`config.mk`:
```
export PLATFORM = sky130hd
export DESIGN_NAME = nco_mc_iq
export DESIGN_NICKNAME = d
export VERILOG_FILES = /design/src/rtl/nco_mc_iq.sv
export SDC_FILE = /design/constraint.sdc
export NUM_CORES = 2
export LEC_CHECK = 0
export BUFFER_PORTS_ARGS = -buffer_cell sky130_fd_sc_hd__buf_4
export CAP_MARGIN = 20
export CELL_PAD_IN_SITES_DETAIL_PLACEMENT = 0
export CELL_PAD_IN_SITES_GLOBAL_PLACEMENT = 1
export CORE_MARGIN = 4
export CORE_UTILIZATION = 51
export DETAILED_ROUTE_END_ITERATION = 8
export PLACE_DENSITY_LB_ADDON = 0.25
export SETUP_SLACK_MARGIN = 0.2
export SLEW_MARGIN = 20
export SYNTH_ARGS = -nofsm -noshare
export SYNTH_HDL_FRONTEND = slang
export SYNTH_SLANG_ARGS = --single-unit
```
`constraint.sdc`:
```
create_clock -name clk -period 4.9 [get_ports clk]
set_input_delay 0.49 -clock clk [delete_from_list [all_inputs] [get_ports clk]]
set_output_delay 0.49 -clock clk [all_outputs]
set_load 0.005 [all_outputs]
```
`src/rtl/nco_mc_iq.sv`:
```
// nco_mc_iq: time-multiplexed quadrature NCO serving up to 8 channels in
// round-robin order. Each channel has its own phase accumulator, increment
// and offset. One sin/cos pair tagged with its channel leaves per enabled
// clock after a four-stage pipeline:
//   phase add -> quadrant/address -> ROM read -> mirror/negate.
// The quarter-wave table is computed from the rounding formula at
// elaboration time, so no init file is needed to build or simulate.
// Optional feature: define NCO_DITHER_EN to add LFSR phase dither ahead of
// the quadrant/address extraction.
module nco_mc_iq #(
    parameter int nc  = 4,
    parameter int apr = 32,
    parameter int raw = 8,
    parameter int mpr = 12
) (
    input  logic           clk,
    input  logic           reset_n,
    input  logic           clken,
    input  logic           cfg_wr,
    input  logic           cfg_sel,
    input  logic [2:0]     cfg_chan,
    input  logic [apr-1:0] cfg_data,
    input  logic           phase_clr_i,
    output logic [mpr-1:0] fsin_o,
    output logic [mpr-1:0] fcos_o,
    output logic [2:0]     out_chan,
    output logic           out_valid
);

    // Quarter-wave entry k = round((2^(mpr-1)-1) * sin(pi/2*(k+0.5)/2^raw)).
    // Evaluated with a Q30 Taylor series; the residual error is far below
    // the rounding step of the output.
    function automatic logic [mpr-2:0] qw_entry(input int k);
        longint x;
        longint x2;
        longint term;
        longint sum;
        longint amp;
        longint prod;
        x    = (64'sd1686629713 * longint'(32'sd2 * k + 32'sd1)) >>> (raw + 1);
        x2   = (x * x) >>> 32'd30;
        term = x;
        sum  = x;
        for (int n = 1; n <= 10; n++) begin
            term = (term * x2) >>> 32'd30;
            term = -term / longint'((32'sd2 * n) * (32'sd2 * n + 32'sd1));
            sum  = sum + term;
        end
        amp  = (64'sd1 <<< (mpr - 1)) - 64'sd1;
        prod = (amp * sum + (64'sd1 <<< 32'd29)) >>> 32'd30;
        qw_entry = prod[mpr-2:0];
    endfunction

    // Channel sequencing and per-channel state. Arrays are sized for the
    // full 3-bit channel space; entries at or above nc are never written.
    logic [2:0]     ch_r;
    logic [apr-1:0] acc_r [8];
    logic [apr-1:0] inc_r [8];
    logic [apr-1:0] off_r [8];

    // Stage 1 registers
    logic [apr-1:0] ph_r;
    logic [2:0]     tag1_r;
    logic           v1_r;

    // Stage 2 registers
    logic [raw-1:0] sin_addr_r;
    logic [raw-1:0] cos_addr_r;
    logic           sin_neg2_r;
    logic           cos_neg2_r;
    logic [2:0]     tag2_r;
    logic           v2_r;

    // Stage 3 registers
    logic [mpr-2:0] sin_mag_r;
    logic [mpr-2:0] cos_mag_r;
    logic           sin_neg3_r;
    logic           cos_neg3_r;
    logic [2:0]     tag3_r;
    logic           v3_r;

    // Stage 2 combinational decode
    logic [apr-1:0] ph_d_s;
    logic [1:0]     q_s;
    logic [raw-1:0] a_s;
    logic [raw-1:0] sin_addr_s;
    logic [raw-1:0] cos_addr_s;
    logic           sin_neg_s;
    logic           cos_neg_s;
    logic           unused_ph_s;

    // Quarter-wave table, read through two independent ports
    logic [mpr-2:0] rom_s [2**raw];

    for (genvar k = 0; k < 2**raw; k++) begin : g_rom
        localparam logic [mpr-2:0] ENTRY = qw_entry(k);
        assign rom_s[k] = ENTRY;
    end

`ifdef NCO_DITHER_EN
    logic [31:0] lfsr_r;

    // Galois LFSR x^32+x^22+x^2+x+1, one step per enabled cycle
    always_ff @(posedge clk or negedge reset_n) begin
        if (!reset_n) begin
            lfsr_r <= 32'd1;
        end else if (clken) begin
            if (lfsr_r[0]) begin
                lfsr_r <= (lfsr_r >> 1) ^ 32'h8020_0003;
            end else begin
                lfsr_r <= lfsr_r >> 1;
            end
        end
    end

    // Dither only perturbs the bits below the ROM address; acc is untouched
    assign ph_d_s = ph_r + apr'(lfsr_r[apr-raw-3:0]);
`else
    assign ph_d_s = ph_r;
`endif

    // Bits below the table address only matter through the dither carry
    assign unused_ph_s = ^ph_d_s[apr-3-raw:0];

    // Round-robin channel counter, advancing on enabled cycles only
    always_ff @(posedge clk or negedge reset_n) begin
        if (!reset_n) begin
            ch_r <= 3'd0;
        end else if (clken) begin
            if (ch_r == 3'(nc - 1)) begin
                ch_r <= 3'd0;
            end else begin
                ch_r <= ch_r + 3'd1;
            end
        end
    end

    // Configuration writes land at the edge regardless of clken; a visit in
    // the same cycle still reads the old value
    always_ff @(posedge clk or negedge reset_n) begin
        if (!reset_n) begin
            for (int c = 0; c < 8; c++) begin
                inc_r[c] <= '0;
                off_r[c] <= '0;
            end
        end else if (cfg_wr && ({1'b0, cfg_chan} < 4'(nc))) begin
            if (cfg_sel) begin
                off_r[cfg_chan] <= cfg_data;
            end else begin
                inc_r[cfg_chan] <= cfg_data;
            end
        end
    end

    // Phase accumulators: visited channel advances, a clear zeroes them all
    always_ff @(posedge clk or negedge reset_n) begin
        if (!reset_n) begin
            for (int c = 0; c < 8; c++) begin
                acc_r[c] <= '0;
            end
        end else if (clken) begin
            if (phase_clr_i) begin
                for (int c = 0; c < 8; c++) begin
                    acc_r[c] <= '0;
                end
            end else begin
                acc_r[ch_r] <= acc_r[ch_r] + inc_r[ch_r];
            end
        end
    end

    // Stage 1: output phase of the visited channel uses the pre-update acc
    always_ff @(posedge clk or negedge reset_n) begin
        if (!reset_n) begin
            ph_r   <= '0;
            tag1_r <= 3'd0;
            v1_r   <= 1'b0;
        end else if (clken) begin
            ph_r   <= acc_r[ch_r] + off_r[ch_r];
            tag1_r <= ch_r;
            v1_r   <= 1'b1;
        end
    end

    // Quadrant decode: sine mirrors on odd quadrants, cosine is quadrant+1
    always_comb begin
        q_s        = ph_d_s[apr-1:apr-2];
        a_s        = ph_d_s[apr-3:apr-2-raw];
        sin_addr_s = a_s;
        cos_addr_s = ~a_s;
        if (q_s[0]) begin
            sin_addr_s = ~a_s;
            cos_addr_s = a_s;
        end else begin
            sin_addr_s = a_s;
            cos_addr_s = ~a_s;
        end
        sin_neg_s = q_s[1];
        cos_neg_s = q_s[1] ^ q_s[0];
    end

    // Stage 2: register mirrored addresses and signs
    always_ff @(posedge clk or negedge reset_n) begin
        if (!reset_n) begin
            sin_addr_r <= '0;
            cos_addr_r <= '0;
            sin_neg2_r <= 1'b0;
            cos_neg2_r <= 1'b0;
            tag2_r     <= 3'd0;
            v2_r       <= 1'b0;
        end else if (clken) begin
            sin_addr_r <= sin_addr_s;
            cos_addr_r <= cos_addr_s;
            sin_neg2_r <= sin_neg_s;
            cos_neg2_r <= cos_neg_s;
            tag2_r     <= tag1_r;
            v2_r       <= v1_r;
        end
    end

    // Stage 3: registered dual-port read of the quarter-wave table
    always_ff @(posedge clk or negedge reset_n) begin
        if (!reset_n) begin
            sin_mag_r  <= '0;
            cos_mag_r  <= '0;
            sin_neg3_r <= 1'b0;
            cos_neg3_r <= 1'b0;
            tag3_r     <= 3'd0;
            v3_r       <= 1'b0;
        end else if (clken) begin
            sin_mag_r  <= rom_s[sin_addr_r];
            cos_mag_r  <= rom_s[cos_addr_r];
            sin_neg3_r <= sin_neg2_r;
            cos_neg3_r <= cos_neg2_r;
            tag3_r     <= tag2_r;
            v3_r       <= v2_r;
        end
    end

    // Stage 4: apply sign; magnitudes are mpr-1 bits so negation never wraps
    always_ff @(posedge clk or negedge reset_n) begin
        if (!reset_n) begin
            fsin_o    <= '0;
            fcos_o    <= '0;
            out_chan  <= 3'd0;
            out_valid <= 1'b0;
        end else if (clken) begin
            if (sin_neg3_r) begin
                fsin_o <= -{1'b0, sin_mag_r};
            end else begin
                fsin_o <= {1'b0, sin_mag_r};
            end
            if (cos_neg3_r) begin
                fcos_o <= -{1'b0, cos_mag_r};
            end else begin
                fcos_o <= {1'b0, cos_mag_r};
            end
            out_chan  <= tag3_r;
            out_valid <= v3_r;
        end
    end

endmodule

```
# Word level (Yosys, flattened, before mapping)

Memories as Yosys holds them, arrays and structs flattened. A register that Yosys moved wholly into a read port is not among the register bits.
Index checks and enable logic that the tools add are counted.

Bits in registers: 863
Bits in read-only memories: 5,632
Memories: 2

Add/subtract/negate cells: 5
$lt $le $gt $ge: 5
Equality and inequality tests: 1
Mux-type cells: 22
Bitwise logic cells: 7
Reductions and logical operators: 7

Memories:

| memory          | depth | width | rd ports | clocked after memory_dff | wr ports | RTL line | source |
|---|---|---|---|---|---|---|---|
| (no name shown) | 256   | 11    | 1        | 1                        | 0        | 231      | `sin_mag_r <= rom_s[sin_addr_r];` |
| (no name shown) | 256   | 11    | 1        | 1                        | 0        | 232      | `cos_mag_r <= rom_s[cos_addr_r];` |

Operators by type and width:

| cell                                                                         | number |
|---|---|
| 256-bit bitwise mux                                                          | 3 |
| 32-bit binary-select mux with 3-bit select                                   | 3 |
| 256-bit 2-to-1 mux                                                           | 1 |
| 32-bit 2-to-1 mux                                                            | 8 |
| 32-bit demux with 3-bit select                                               | 2 |
| 32-bit adder                                                                 | 2 |
| 12-bit 2-to-1 mux                                                            | 2 |
| 11-bit negation with 12-bit output                                           | 2 |
| 8-bit inverter with 9-bit output                                             | 2 |
| 8-bit 2-to-1 mux                                                             | 2 |
| 4-bit >= comparator, second input constant                                   | 2 |
| 4-bit by 1-bit less-than comparator with 1-bit output, second input constant | 2 |
| 3-bit inverter with 4-bit output                                             | 2 |
| 8-bit inverter                                                               | 1 |
| 2-bit AND reduction                                                          | 2 |
| 3-bit by 1-bit adder with 3-bit output, second input constant                | 1 |
| 3-bit by 2-bit equality test with 1-bit output, second input constant        | 1 |
| 1-bit logical AND                                                            | 3 |
| 3-bit less-than comparator, second input constant                            | 1 |
| 3-bit 2-to-1 mux                                                             | 1 |
| 1-bit logical NOT                                                            | 2 |
| 1-bit inverter                                                               | 1 |
| 1-bit bitwise XOR                                                            | 1 |

# Longest topological paths before layout

Depth after elaboration: 7
Depth in mapped cells: 20

# Worst setup path after synthesis

No wires, ideal clock.

Path kind: register to register
Start: register ch_r[0]
End: register acc_r[125] (netlist name)
Library setup time: 0.140 ns
Data arrival time: 4.307 ns
Data required time: 4.760 ns
Slack: 0.454 ns
Stages on the path, launching flop included: 19
Clock period less this slack: 4.446 ns
Path through: dfrtp_1 -> buf_2 -> buf_1 -> nor3_1 -> clkbuf_1 -> clkbuf_1 -> buf_1 -> a22oi_1 -> nand4_1 -> ha_1 -> o21a_1 -> o21ai_1 -> a211oi_1 -> a21oi_2 -> o211a_1 -> nor2_1 -> a41oi_1 -> mux2i_1 -> o21ai_1

Word-level cells in the longest chain between the ends: 7
Elaborated cells between the ends (all ways): 15
Those cells by class: 1 x add/sub; 2 x order compare; 10 x mux; 1 x bitwise; 1 x reduce/logical

RTL lines:

| item                                                                                | RTL line | source |
|---|---|---|
| from (decl)                                                                         | 56       | `logic [2:0] ch_r;` |
| from (signal assigned)                                                              | 133      | `ch_r <= ch_r + 3'd1;` |
| 3-bit inverter with 4-bit output (implied by the code) (*)                          | 167      | `acc_r[ch_r] <= acc_r[ch_r] + inc_r[ch_r];` |
| 32-bit binary-select mux with 3-bit select (tied with other cells)                  | 167      |  |
| 32-bit 2-to-1 mux (implied by the code) / 1-bit logical AND (equally long branches) | 167      |  |
| 32-bit 2-to-1 mux (implied by the code)                                             | 167      |  |
| 32-bit adder / 32-bit demux with 3-bit select (equally long branches)               | 167      |  |
| 256-bit bitwise mux (*)                                                             | 167      |  |
| 256-bit 2-to-1 mux (*)                                                              | 162      | `if (phase_clr_i) begin` |
| to (signal, indexed assignment)                                                     | 167      |  |
| to (decl)                                                                           | 57       | `logic [apr-1:0] acc_r [8];` |

Every way passes the cells marked *; elsewhere a longest branch is shown, timed or not. The select of a mux whose other input is x is not followed.
A chain may end at the register's enable or synchronous reset.

# Worst setup path after layout

Start: register ch_r[2]
End: register ph_r[28], in the netlist ph_d_s[28]

Word-level cells in the longest chain between the ends: 5
Elaborated cells between the ends (all ways): 8
Those cells by class: 1 x add/sub; 6 x mux; 1 x bitwise

RTL lines:

| item                                                       | RTL line | source |
|---|---|---|
| 3-bit inverter with 4-bit output (implied by the code) (*) | 179      | `ph_r <= acc_r[ch_r] + off_r[ch_r];` |
| 32-bit binary-select mux with 3-bit select                 | 179      |  |
| 32-bit 2-to-1 mux (implied by the code) (2 in series)      | 179      |  |
| 32-bit adder (*)                                           | 179      |  |
| to (signal assigned)                                       | 179      |  |
| to (decl)                                                  | 62       | `logic [apr-1:0] ph_r;` |

Marked as above.

==> impl_results.md <==
- Via count of the first global-routing pass: 31.6k
- Mapped cell area: 42100 um2
- Clk pin slew, worst setup/hold paths: approximately 0.060 ns
- Clk_skew: 0.0626 ns
- Initial antenna violation count: 1
- Tcrit/Tclk final: ~92%
- Post-Route WL: 124000 um
- Root Driver: clkbuf_16
- Fin nets: 3890
- DRT Pass-1 Iters: 6
- Setup tns final: 0 ns
- CP delay by family, top: simple AND/OR/NAND/NOR gates
- Starting density of the core: ~51%
- Largest net degree at the start of global routing: 115
- Post-synth top cells: dfrtp_1 (863), clkbuf_1 (514), a22oi_1 (395)
- Vias: 31.7k
- Syn_nets: 4186
- Synth warnings: 0
- Crit Path Category: flop to flop
- Actual slew at the worst max-slew pin: 1.13 ns
- Largest area contributor in the netlist: dfrtp_1
- MaxCap Viol Count: 0
- Final Hold Viols: 0
- PortBufs: 68
- Crit Reg-Reg Startpoint: ch_r[2]
- Fin cells: 4893
- Row cnt: 105
- Crit path buffers/inverters: 1
- Most frequent cell after synthesis: dfrtp_1
- Vias/cell: approximately 6.5
- Antenna cells: 0
- CTS buffer count: 91
- Number of DRC markers in iteration 0: ~3.2k
- Worst Path Arrival: 5.03 ns
- Nature of the critical path startpoint: flop
- RSZ-0062 raised after global routing: true
- Routability Congestion: 0.884
- Total setup buffers inserted after CTS: 0
- Num Clock Sinks: 863
- Cells after synthesis: 4052
- Post-synth ARST share: 100%
- Tot GR Track Use: around 28%
- Ports: 69
- Critical path's slowest cell: dfrtp_2
- Leakage: 20.5 nW
- Clock Tree Buf Depth: 3
- Layout area overhead: 9.72%
- Achievable Freq: 0.221 GHz
- Skew-Pair Late Insertion Delay: between 0.6 and 0.7 ns
- H-tree levels: 3
- Hold Startpoint: cfg_data[10]
- CTS tree: done
- R2R Setup Slk: about 0.37 ns
- Status: finished, final reports clean
- Die Span Y: 295 um
- First-pass GRT wire length: slightly below 200000 um
- Post-synth EDFFs: 0
- Final min period: about 4.5 ns
- Seq/Total Area, Yosys: 51.3%
- Post-DP HPWL: 76600 um
- Pwr Total: 29.6 mW
- Number of nets with antenna violations after routing: 0
- Finish-stage setup viols: 0
- Routed len/inst: 25.3 um
- Yosys reg bits: 863
- Die ar.: 87300 um2
- GRT overflow: 0
- Unique masters post-synth: 82
- Critical Path Start: ch_r[2]
- Primary FF master, synth: dfrtp_1
- FF+latch area: 21600 um2
- Max VDD drop: around 400 uV
- Max stage delay on crit path: 0.54 ns
- Max-slew headroom: 24.7%
- Multi-input gate area: approximately 18000 um2
- Layout cells sized above 1: 18.0%
- Filler cell count in the final layout: 7027
- Remaining design rule violation count: 0
- Core ar.: between 80000 and 90000 um2
- Pins over their slew limit: 0
- CP cell instances: nor2b_1 -> and2_4 -> buf_4 -> a22oi_1 -> nand4_1 -> ha_1 -> nand4_1 -> nor3_1 -> nand2_1 -> a31o_4 -> a21boi_2 -> a31o_4 -> o41ai_4 -> xnor2_1 -> mux2_2
- Placed insts: 4732
- Critical path capture point type: flop
- Crit Path Max Fanout: 28
- Power Density: 641 nW/um2
- Top cells by area, synth: dfrtp_1 (51%), mux2_2 (7.7%), a22oi_1 (7.0%)
- Hold/Removal Path Class: primary input to flop
- Req. time, crit path: roughly 5.4 ns
- Top cell type's share of synthesized area: 51.3%
- Die width: 295 um
- Avg Inst Size Synth: 10.4 um2
## logic make-up (layout without fill, tap and decap cells)
logic type      count (synthesis)  in the layout  share of synthesized area [%]
compound gates               1309           1309                           21.4
xor+xnor                       62             62                           1.29
fa+ha+maj                      94             94                           2.80
buf+inv                       620            391                           5.54
flops                         863            863                           51.3
mux                           333            333                           9.20
simple gates                  771            771                           8.49
## timing repair
action,in CTS,in global routing
endpoints found under the hold margin,84,0
hold buffers,1,0
resized for setup,1,8
setup endpoints to repair,3,113
## final cells by class
type                       count  area share, %
sequential                   863           46.7
inverter                      47          0.382
multi-input combinational   2569           39.9
clock buffer                 125           5.59
tap                         1070           2.90
timing repair buffer         184           3.52
clock inverter                35           1.01
## where the power goes
part | total (mW) | switching (mW) | internal [mW]
Sequential | 9.52 | 1.14 | 8.38
Clock | 6.94 | 2.95 | 3.99
Combinational | 13.1 | 8.33 | 4.82
## routing by layer
| metal | wire length (um) | track usage, % |
|---|---|---|
| met1 | 54700 | 41.7 |
| met2 | 56400 | 43.9 |
| met3 | 9370 | 4.30 |
| met4 | 3370 | 8.22 |
| met5 | 11 | 0 |
## placed cells by master, fill, tap and decap left out, types with 56 or more instances in the layout
cell       netlist  final
nor2_1         207    204
nand4_1         96     96
mux2_2         289    289
a22oi_1        395    395
o21ai_1         64     56
ha_1            92     92
dfrtp_1        863    855
buf_4            0    163
o21ai_0        190    190
nand2_1        273    272
clkbuf_16        0     91
a22o_1         153    153
a21oi_1        212    212
## state kept, by name, indices dropped and copies added, names as in the netlist, 3 cells and up
name        flops
acc_r         256
inc_r         256
off_r         256
fcos_o         12
fsin_o         12
cos_mag_r      11
sin_mag_r      11
ph_d_s         10
cos_addr_r      8
sin_addr_r      8
ch_r            3
out_chan        3
tag1_r          3
tag2_r          3
tag3_r          3
## stage by stage
step | area, um2 | worst slack, ns | utilization [%] | hold slack, ns
after CTS | 46200 | 0.260 | 56.3 | 0.0864
after global placement | 43100 | 0.303 | 52.6 | 0.360
after detailed placement | 43100 | 0.226 | 52.6 | 0.365
final | 46200 | 0.372 | 56.4 | 0.120
after global routing | 46200 | 0.141 | 56.4 | 0.109
after floorplan | 42100 | 0.454 | - | 0.194
## final timing paths
| check | end | depth (start not counted) |
|---|---|---|
| worst min-delay path | inc_r[138] | 2 |
| worst max register to register | ph_d_s[28] | 15 |
| worst min register to register | inc_r[46] | 0 |
| worst max-delay path | ph_d_s[28] | 15 |
| min in group asynchronous | sin_mag_r[3] | 2 |
| max in group asynchronous | off_r[134] | 3 |
Power figures use the tool's default switching activity.
